<file path="config.mk">
export PLATFORM = sky130hd
export DESIGN_NAME = uart_rx
export DESIGN_NICKNAME = d
export VERILOG_FILES = /design/src/rtl/uart_pkg.sv /design/src/rtl/uart_sync2.sv /design/src/rtl/uart_rx.sv
export SDC_FILE = /design/constraint.sdc
export NUM_CORES = 1
export LEC_CHECK = 0
export BUFFER_PORTS_ARGS = -buffer_cell sky130_fd_sc_hd__buf_2
export CORE_ASPECT_RATIO = 1.5
export CORE_MARGIN = 2
export CORE_UTILIZATION = 45
export DETAILED_ROUTE_END_ITERATION = 8
export GPL_ROUTABILITY_DRIVEN = 1
export PLACE_DENSITY = 0.73
export SETUP_SLACK_MARGIN = 0.15
export SYNTH_ARGS = -nofsm -noshare
export SYNTH_HDL_FRONTEND = slang
export SYNTH_HIERARCHICAL = 1
export SYNTH_SLANG_ARGS = --single-unit
export TNS_END_PERCENT = 30
</file>
<file path="constraint.sdc">
create_clock -name Clk -period 3.4 [get_ports Clk]
set_clock_uncertainty 0.2 [all_clocks]
set_input_delay 0.51 -clock Clk [delete_from_list [all_inputs] [get_ports Clk]]
set_output_delay 0.51 -clock Clk [all_outputs]
set_load 0.1 [all_outputs]
</file>
<file path="src/rtl/uart_pkg.sv">
//------------------------------------------------------------------------------
// uart_pkg : shared UART constants and receiver state encoding
// Revision : 1.0
//------------------------------------------------------------------------------
`timescale 1ns/1ps
`default_nettype none

package uart_pkg;

  localparam int UART_CNT_W  = 14;
  localparam int UART_DATA_W = 8;

  typedef enum logic [2:0] {
    IDLE      = 3'd0,
    START     = 3'd1,
    DATA      = 3'd2,
    PARITY    = 3'd3,
    STOP      = 3'd4,
    WAIT_IDLE = 3'd5
  } uart_state_e;

endpackage

`default_nettype wire

</file>
<file path="src/rtl/uart_sync2.sv">
//------------------------------------------------------------------------------
// uart_sync2 : two-flop synchroniser with parameterised reset value
// Revision   : 1.0
//------------------------------------------------------------------------------
`timescale 1ns/1ps
`default_nettype none

module uart_sync2 #(
  parameter logic RESET_VAL = 1'b1
) (
  input  logic clk,
  input  logic rst,
  input  logic async_in,
  output logic sync_out
);

  logic r_meta;
  logic r_sync;

  always_ff @(posedge clk or posedge rst) begin
    if (rst) begin
      r_meta <= RESET_VAL;
      r_sync <= RESET_VAL;
    end else begin
      r_meta <= async_in;
      r_sync <= r_meta;
    end
  end

  assign sync_out = r_sync;

endmodule

`default_nettype wire

</file>
<file path="src/rtl/uart_rx.sv">
//------------------------------------------------------------------------------
// uart_rx : 8-N-1 LSB-first serial receiver with mid-bit sampling.
//           Optional even parity bit when UART_RX_PARITY_EN is defined.
// Revision : 1.0
//------------------------------------------------------------------------------
`timescale 1ns/1ps
`default_nettype none

module uart_rx
  import uart_pkg::*;
#(
  parameter int CLKS_PER_BIT = 10417
) (
  input  logic                   Clk,
  input  logic                   Rst,
  input  logic                   Rx_Serial,
  output logic [UART_DATA_W-1:0] Rx_Byte,
  output logic                   Rx_Valid,
  output logic                   Rx_Active,
  output logic                   Rx_Frame_Err,
  output logic                   Rx_Parity_Err
);

  localparam logic [UART_CNT_W-1:0] c_HALF_M1 = UART_CNT_W'(CLKS_PER_BIT / 2 - 1);
  localparam logic [UART_CNT_W-1:0] c_BIT_M1  = UART_CNT_W'(CLKS_PER_BIT - 1);

  logic                   w_rx_s;
  uart_state_e            r_state,  w_state_nxt;
  logic [UART_CNT_W-1:0]  r_cnt,    w_cnt_nxt;
  logic [2:0]             r_idx,    w_idx_nxt;
  logic [UART_DATA_W-1:0] r_shift,  w_shift_nxt;
  logic [UART_DATA_W-1:0] r_byte,   w_byte_nxt;
  logic                   r_valid,  w_valid_nxt;
  logic                   r_active, w_active_nxt;
  logic                   r_ferr,   w_ferr_nxt;
  logic                   w_par_bad;
`ifdef UART_RX_PARITY_EN
  logic                   r_par_bad, w_par_bad_nxt;
  logic                   r_perr,    w_perr_nxt;
`endif

  uart_sync2 #(
    .RESET_VAL (1'b1)
  ) u_sync (
    .clk      (Clk),
    .rst      (Rst),
    .async_in (Rx_Serial),
    .sync_out (w_rx_s)
  );

`ifdef UART_RX_PARITY_EN
  assign w_par_bad = r_par_bad;
`else
  assign w_par_bad = 1'b0;
`endif

  always_ff @(posedge Clk or posedge Rst) begin
    if (Rst) begin
      r_state   <= IDLE;
      r_cnt     <= '0;
      r_idx     <= '0;
      r_shift   <= '0;
      r_byte    <= '0;
      r_valid   <= 1'b0;
      r_active  <= 1'b0;
      r_ferr    <= 1'b0;
`ifdef UART_RX_PARITY_EN
      r_par_bad <= 1'b0;
      r_perr    <= 1'b0;
`endif
    end else begin
      r_state   <= w_state_nxt;
      r_cnt     <= w_cnt_nxt;
      r_idx     <= w_idx_nxt;
      r_shift   <= w_shift_nxt;
      r_byte    <= w_byte_nxt;
      r_valid   <= w_valid_nxt;
      r_active  <= w_active_nxt;
      r_ferr    <= w_ferr_nxt;
`ifdef UART_RX_PARITY_EN
      r_par_bad <= w_par_bad_nxt;
      r_perr    <= w_perr_nxt;
`endif
    end
  end

  always_comb begin
    w_state_nxt   = r_state;
    w_cnt_nxt     = r_cnt;
    w_idx_nxt     = r_idx;
    w_shift_nxt   = r_shift;
    w_byte_nxt    = r_byte;
    w_valid_nxt   = 1'b0;
    w_active_nxt  = r_active;
    w_ferr_nxt    = 1'b0;
`ifdef UART_RX_PARITY_EN
    w_par_bad_nxt = r_par_bad;
    w_perr_nxt    = 1'b0;
`endif

    case (r_state)
      IDLE: begin
        w_cnt_nxt = '0;
        w_idx_nxt = '0;
`ifdef UART_RX_PARITY_EN
        w_par_bad_nxt = 1'b0;
`endif
        if (!w_rx_s) begin
          w_state_nxt = START;
        end
      end

      // A line that is high again at mid-start was a glitch.
      START: begin
        if (r_cnt == c_HALF_M1) begin
          w_cnt_nxt = '0;
          if (!w_rx_s) begin
            w_state_nxt  = DATA;
            w_active_nxt = 1'b1;
          end else begin
            w_state_nxt = IDLE;
          end
        end else begin
          w_cnt_nxt = r_cnt + UART_CNT_W'(1);
        end
      end

      DATA: begin
        if (r_cnt == c_BIT_M1) begin
          w_cnt_nxt          = '0;
          w_shift_nxt[r_idx] = w_rx_s;
          w_idx_nxt          = r_idx + 3'd1;
          if (r_idx == 3'd7) begin
`ifdef UART_RX_PARITY_EN
            w_state_nxt = PARITY;
`else
            w_state_nxt = STOP;
`endif
          end
        end else begin
          w_cnt_nxt = r_cnt + UART_CNT_W'(1);
        end
      end

`ifdef UART_RX_PARITY_EN
      PARITY: begin
        if (r_cnt == c_BIT_M1) begin
          w_cnt_nxt     = '0;
          w_par_bad_nxt = w_rx_s ^ (^r_shift);
          w_state_nxt   = STOP;
        end else begin
          w_cnt_nxt = r_cnt + UART_CNT_W'(1);
        end
      end
`endif

      // Leaving at mid-stop lets an immediately following start edge be seen.
      STOP: begin
        if (r_cnt == c_BIT_M1) begin
          w_cnt_nxt    = '0;
          w_active_nxt = 1'b0;
`ifdef UART_RX_PARITY_EN
          w_perr_nxt   = r_par_bad;
`endif
          if (w_rx_s) begin
            if (!w_par_bad) begin
              w_byte_nxt  = r_shift;
              w_valid_nxt = 1'b1;
            end
            w_state_nxt = IDLE;
          end else begin
            w_ferr_nxt  = 1'b1;
            w_state_nxt = WAIT_IDLE;
          end
        end else begin
          w_cnt_nxt = r_cnt + UART_CNT_W'(1);
        end
      end

      WAIT_IDLE: begin
        if (w_rx_s) begin
          w_state_nxt = IDLE;
        end
      end

      default: begin
        w_state_nxt = IDLE;
      end
    endcase
  end

  assign Rx_Byte      = r_byte;
  assign Rx_Valid     = r_valid;
  assign Rx_Active    = r_active;
  assign Rx_Frame_Err = r_ferr;
`ifdef UART_RX_PARITY_EN
  assign Rx_Parity_Err = r_perr;
`else
  assign Rx_Parity_Err = 1'b0;
`endif

endmodule

`default_nettype wire

</file>
==> impl_metrics.tcl <==
set metrics [dict create \
    initial_core_util_pct 46.47 \
    holdWs_ns 0.03570 \
    clk_pin_slew_ns 0.08 \
    p_sw_mw 0.1860 \
    rows 30 \
    end_kind "flop" \
    rsz0062_at_grt "false" \
    cts_root_buffer "clkbuf_8" \
    r2r_start "r_cnt[0]" \
    comb_power_share_pct 2.0 \
    tightest_slew_ns 0.8545 \
    num-fill-cells 411 \
    crit_type "reg2reg" \
    slew_viol_final 0 \
    grt_pass1_vias 1507 \
    hold_viol_final 0 \
    netlist_area_sq_um 2093 \
    grt_max_degree 40 \
    cp.arrival_ns 2.61 \
    max_slew_margin_pct 42.69 \
    syn_nets 210 \
    crit_chain "ha_1 > and3b_1 > and4_1 > o2bb2ai_2 > or3_4 > mux2_4" \
    synth_top_area_share_pct 46.62 \
    grt_usage_pct 16.59 \
    wirelength_microns 3807 \
    fin_crit_ns 2.636 \
    antenna_found_initial 0 \
    grt_pass1_wl_microns 6651 \
    post-route-period-util_pct 77.52 \
    met2_length_microns 2054 \
    internal_power_mw 0.6330 \
    clk_latency_ns 0.29 \
    crit_family "compound AO/OA/AOI/OAI gates" \
    cts_buffer_depth 2 \
    yosys_warnings 6 \
    setup_violations 0 \
    status "finished clean" \
    design.core.area_sq_um 4504 \
    ioPinCount 15 \
    final_area_sq_um 2252 \
    synth_edf_count 0 \
    routedWlPerCell_microns 14.64 \
    drt-pass1-iter-count 5 \
    final_nets 219 \
    cts.sinks 41 \
    cpPeakStageDelay_ns 0.69 \
    worst_path_max_delay_cell "o2bb2ai_2" \
    viasPerCell 5.746 \
    netlist_instances 202 \
    vdd_drop_max_v 0.0002314 \
    setup.worst_path.start "r_cnt[0]" \
    synthFlopType "dfrtp_1" \
    cts_tree "done" \
    die_h_microns 87.53 \
    grt-ovfl-total 0 \
    drc 0 \
    async_flop_share_pct 100.0 \
    max_freq_mhz 379.4 \
    dpl.hpwl_microns 2667 \
    num_antenna_cells 0 \
    area_delta_synth_final_pct 7.591 \
    die_w_microns 59.69 \
    ctsHoldBuffers 0 \
    drive_above_1_share_pct 22.64 \
    io_buffers 13 \
    die-area_sq_um 5224 \
    ys_seq_area_share_pct 49.13 \
    gp_congestion 0.8105 \
    top_layer_used "met4" \
    antenna_left 0 \
    p_clk_share_pct 37.9 \
    wl_met1_microns 1574 \
    synth.distinct_cells 43 \
    cellPowerDensity_nw_per_um2 363.7 \
    worst-path-buf-inv 0 \
    drt_iter0_markers 62 \
    place_area_sq_um 2166 \
    ys_seq_elements 41 \
    synth_top_cell_by_area "dfrtp_1" \
    timing.setup.tns_ns 0 \
    pwr-share-seq_pct 60.0 \
    ys_top_cells_by_area "dfrtp_1 (47%), mux2_2 (8.1%), nand2_1 (3.2%)" \
    hold_class "in2async" \
    syn_avg_cell_area_sq_um 10.36 \
    start_kind "flop" \
    htree_levels 2 \
    worstPathRequired_ns 3.38 \
    cap_viol_max_count 0 \
    cp_max_fo 22 \
    leakage_nw 1.109 \
    met3_length_microns 78 \
    cts_buffers 5 \
    switching_share_pct 22.72 \
    post-cts-setup-buffers 0 \
    via_count 1494 \
    cts_resized 0 \
]
[worst reg2reg max path: cells and delay by family, from the launching register on]
family                   cells  cell delay, ns
flip-flops                   1            0.43
multiplexers                 1            0.29
AND/OR/NAND/NOR              3            0.64
adder cells (fa/ha/maj)      1            0.27
AO/OA/AOI/OAI                1            0.69
[path summary, 6_finish.rpt]
check / slack (ns) / to / cells after the start
hold reg to reg: 0.16 / u_sync/sync_out / 0
max in group asynchronous: 2.53 / r_cnt[1] / 3
setup reg to reg: 0.76 / r_state[0] / 6
setup / recovery: 0.76 / r_state[0] / 6
hold / removal: 0.04 / u_sync/r_meta / 2
min in group Clk: 0.11 / u_sync/r_meta / 1
[synthesized netlist by cell type (6+ instances only)]
| library cell | number |
|---|---|
| o21ai_0 | 6 |
| nand2_1 | 18 |
| inv_1 | 12 |
| nor2_1 | 13 |
| nand3_1 | 9 |
| mux2_2 | 15 |
| a31oi_1 | 8 |
| buf_2 | 6 |
| dfrtp_1 | 39 |
| a22o_1 | 6 |
| a21oi_1 | 7 |
[cell usage in the layout, fill, tap and decap left out, types with 4 or more instances in the layout]
| cell | n |
|---|---|
| xnor2_1 | 5 |
| and2_1 | 5 |
| nor2_1 | 13 |
| a21oi_1 | 7 |
| dfrtp_1 | 39 |
| a22o_1 | 6 |
| clkbuf_8 | 5 |
| nor3_1 | 4 |
| inv_1 | 12 |
| nand3_1 | 9 |
| ha_1 | 5 |
| mux2_2 | 15 |
| nand2_1 | 18 |
| a31oi_1 | 8 |
| o21ai_0 | 6 |
| buf_2 | 13 |
[per-layer routing]
| layer | global-route usage, % | vias to the layer above |
|---|---|---|
| li1 | - | 721 |
| met1 | 17.89 | 743 |
| met2 | 29.64 | 20 |
| met5 | 0 | - |
| met4 | 8.283 | 0 |
| met3 | 3.545 | 10 |
[layout make-up]
class | count | area (sq um) | share of cell area [%]
Clock buffer | 5 | 68.82 | 3.056
Multi-Input combinational cell | 135 | 944.7 | 41.94
Clock inverter | 3 | 17.52 | 0.7778
Sequential cell | 41 | 1028 | 45.67
Inverter | 12 | 45.04 | 2.000
Tap cell | 48 | 60.06 | 2.667
Timing Repair Buffer | 16 | 87.58 | 3.889
[power groups by stage]
stage	sequential, mW	clock [mW]	combinational [mW]
3_5_place_dp	0.501	0	0.0178
3_3_place_gp	0.501	0	0.0174
4_1_cts	0.492	0.322	0.0178
6_report	0.492	0.311	0.0166
2_1_floorplan	0.500	0	0.0146
5_1_grt	0.492	0.343	0.0193
[stage by stage]
stage                     instances  setup WS, ns  power (mW)  utilization, %
after floorplan                 202         1.210      0.5142               -
after global placement          252        0.8161      0.5189           48.08
after detailed placement        252        0.7820      0.5191           48.08
after CTS                       260        0.7584      0.8310           50.00
after global routing            260        0.6481      0.8547           50.00
final                           260        0.7643      0.8190           50.00
[sequential cells by signal (all words and copies together) (netlist names)]
name	cells
r_idx	3
Rx_Valid	1
r_state	3
r_cnt	14
Rx_Active	1
u_sync/r_meta	1
Rx_Byte	8
r_shift	8
u_sync/sync_out	1
Rx_Frame_Err	1
[kinds of logic after synthesis]
logic type                 after synthesis  share of synthesized area (%)
and+or+nand+nor                         72                          18.83
DFF                                     41                          49.13
AOI/OAI and AO/OA                       34                          11.12
buffers and inverters                   26                          5.738
muxes                                   17                          9.504
xor gates and xnor gates                 6                          2.510
adders and majority gates                5                          2.989
other                                    1                         0.1791
No activity file was read; power rests on OpenSTA's default activity.
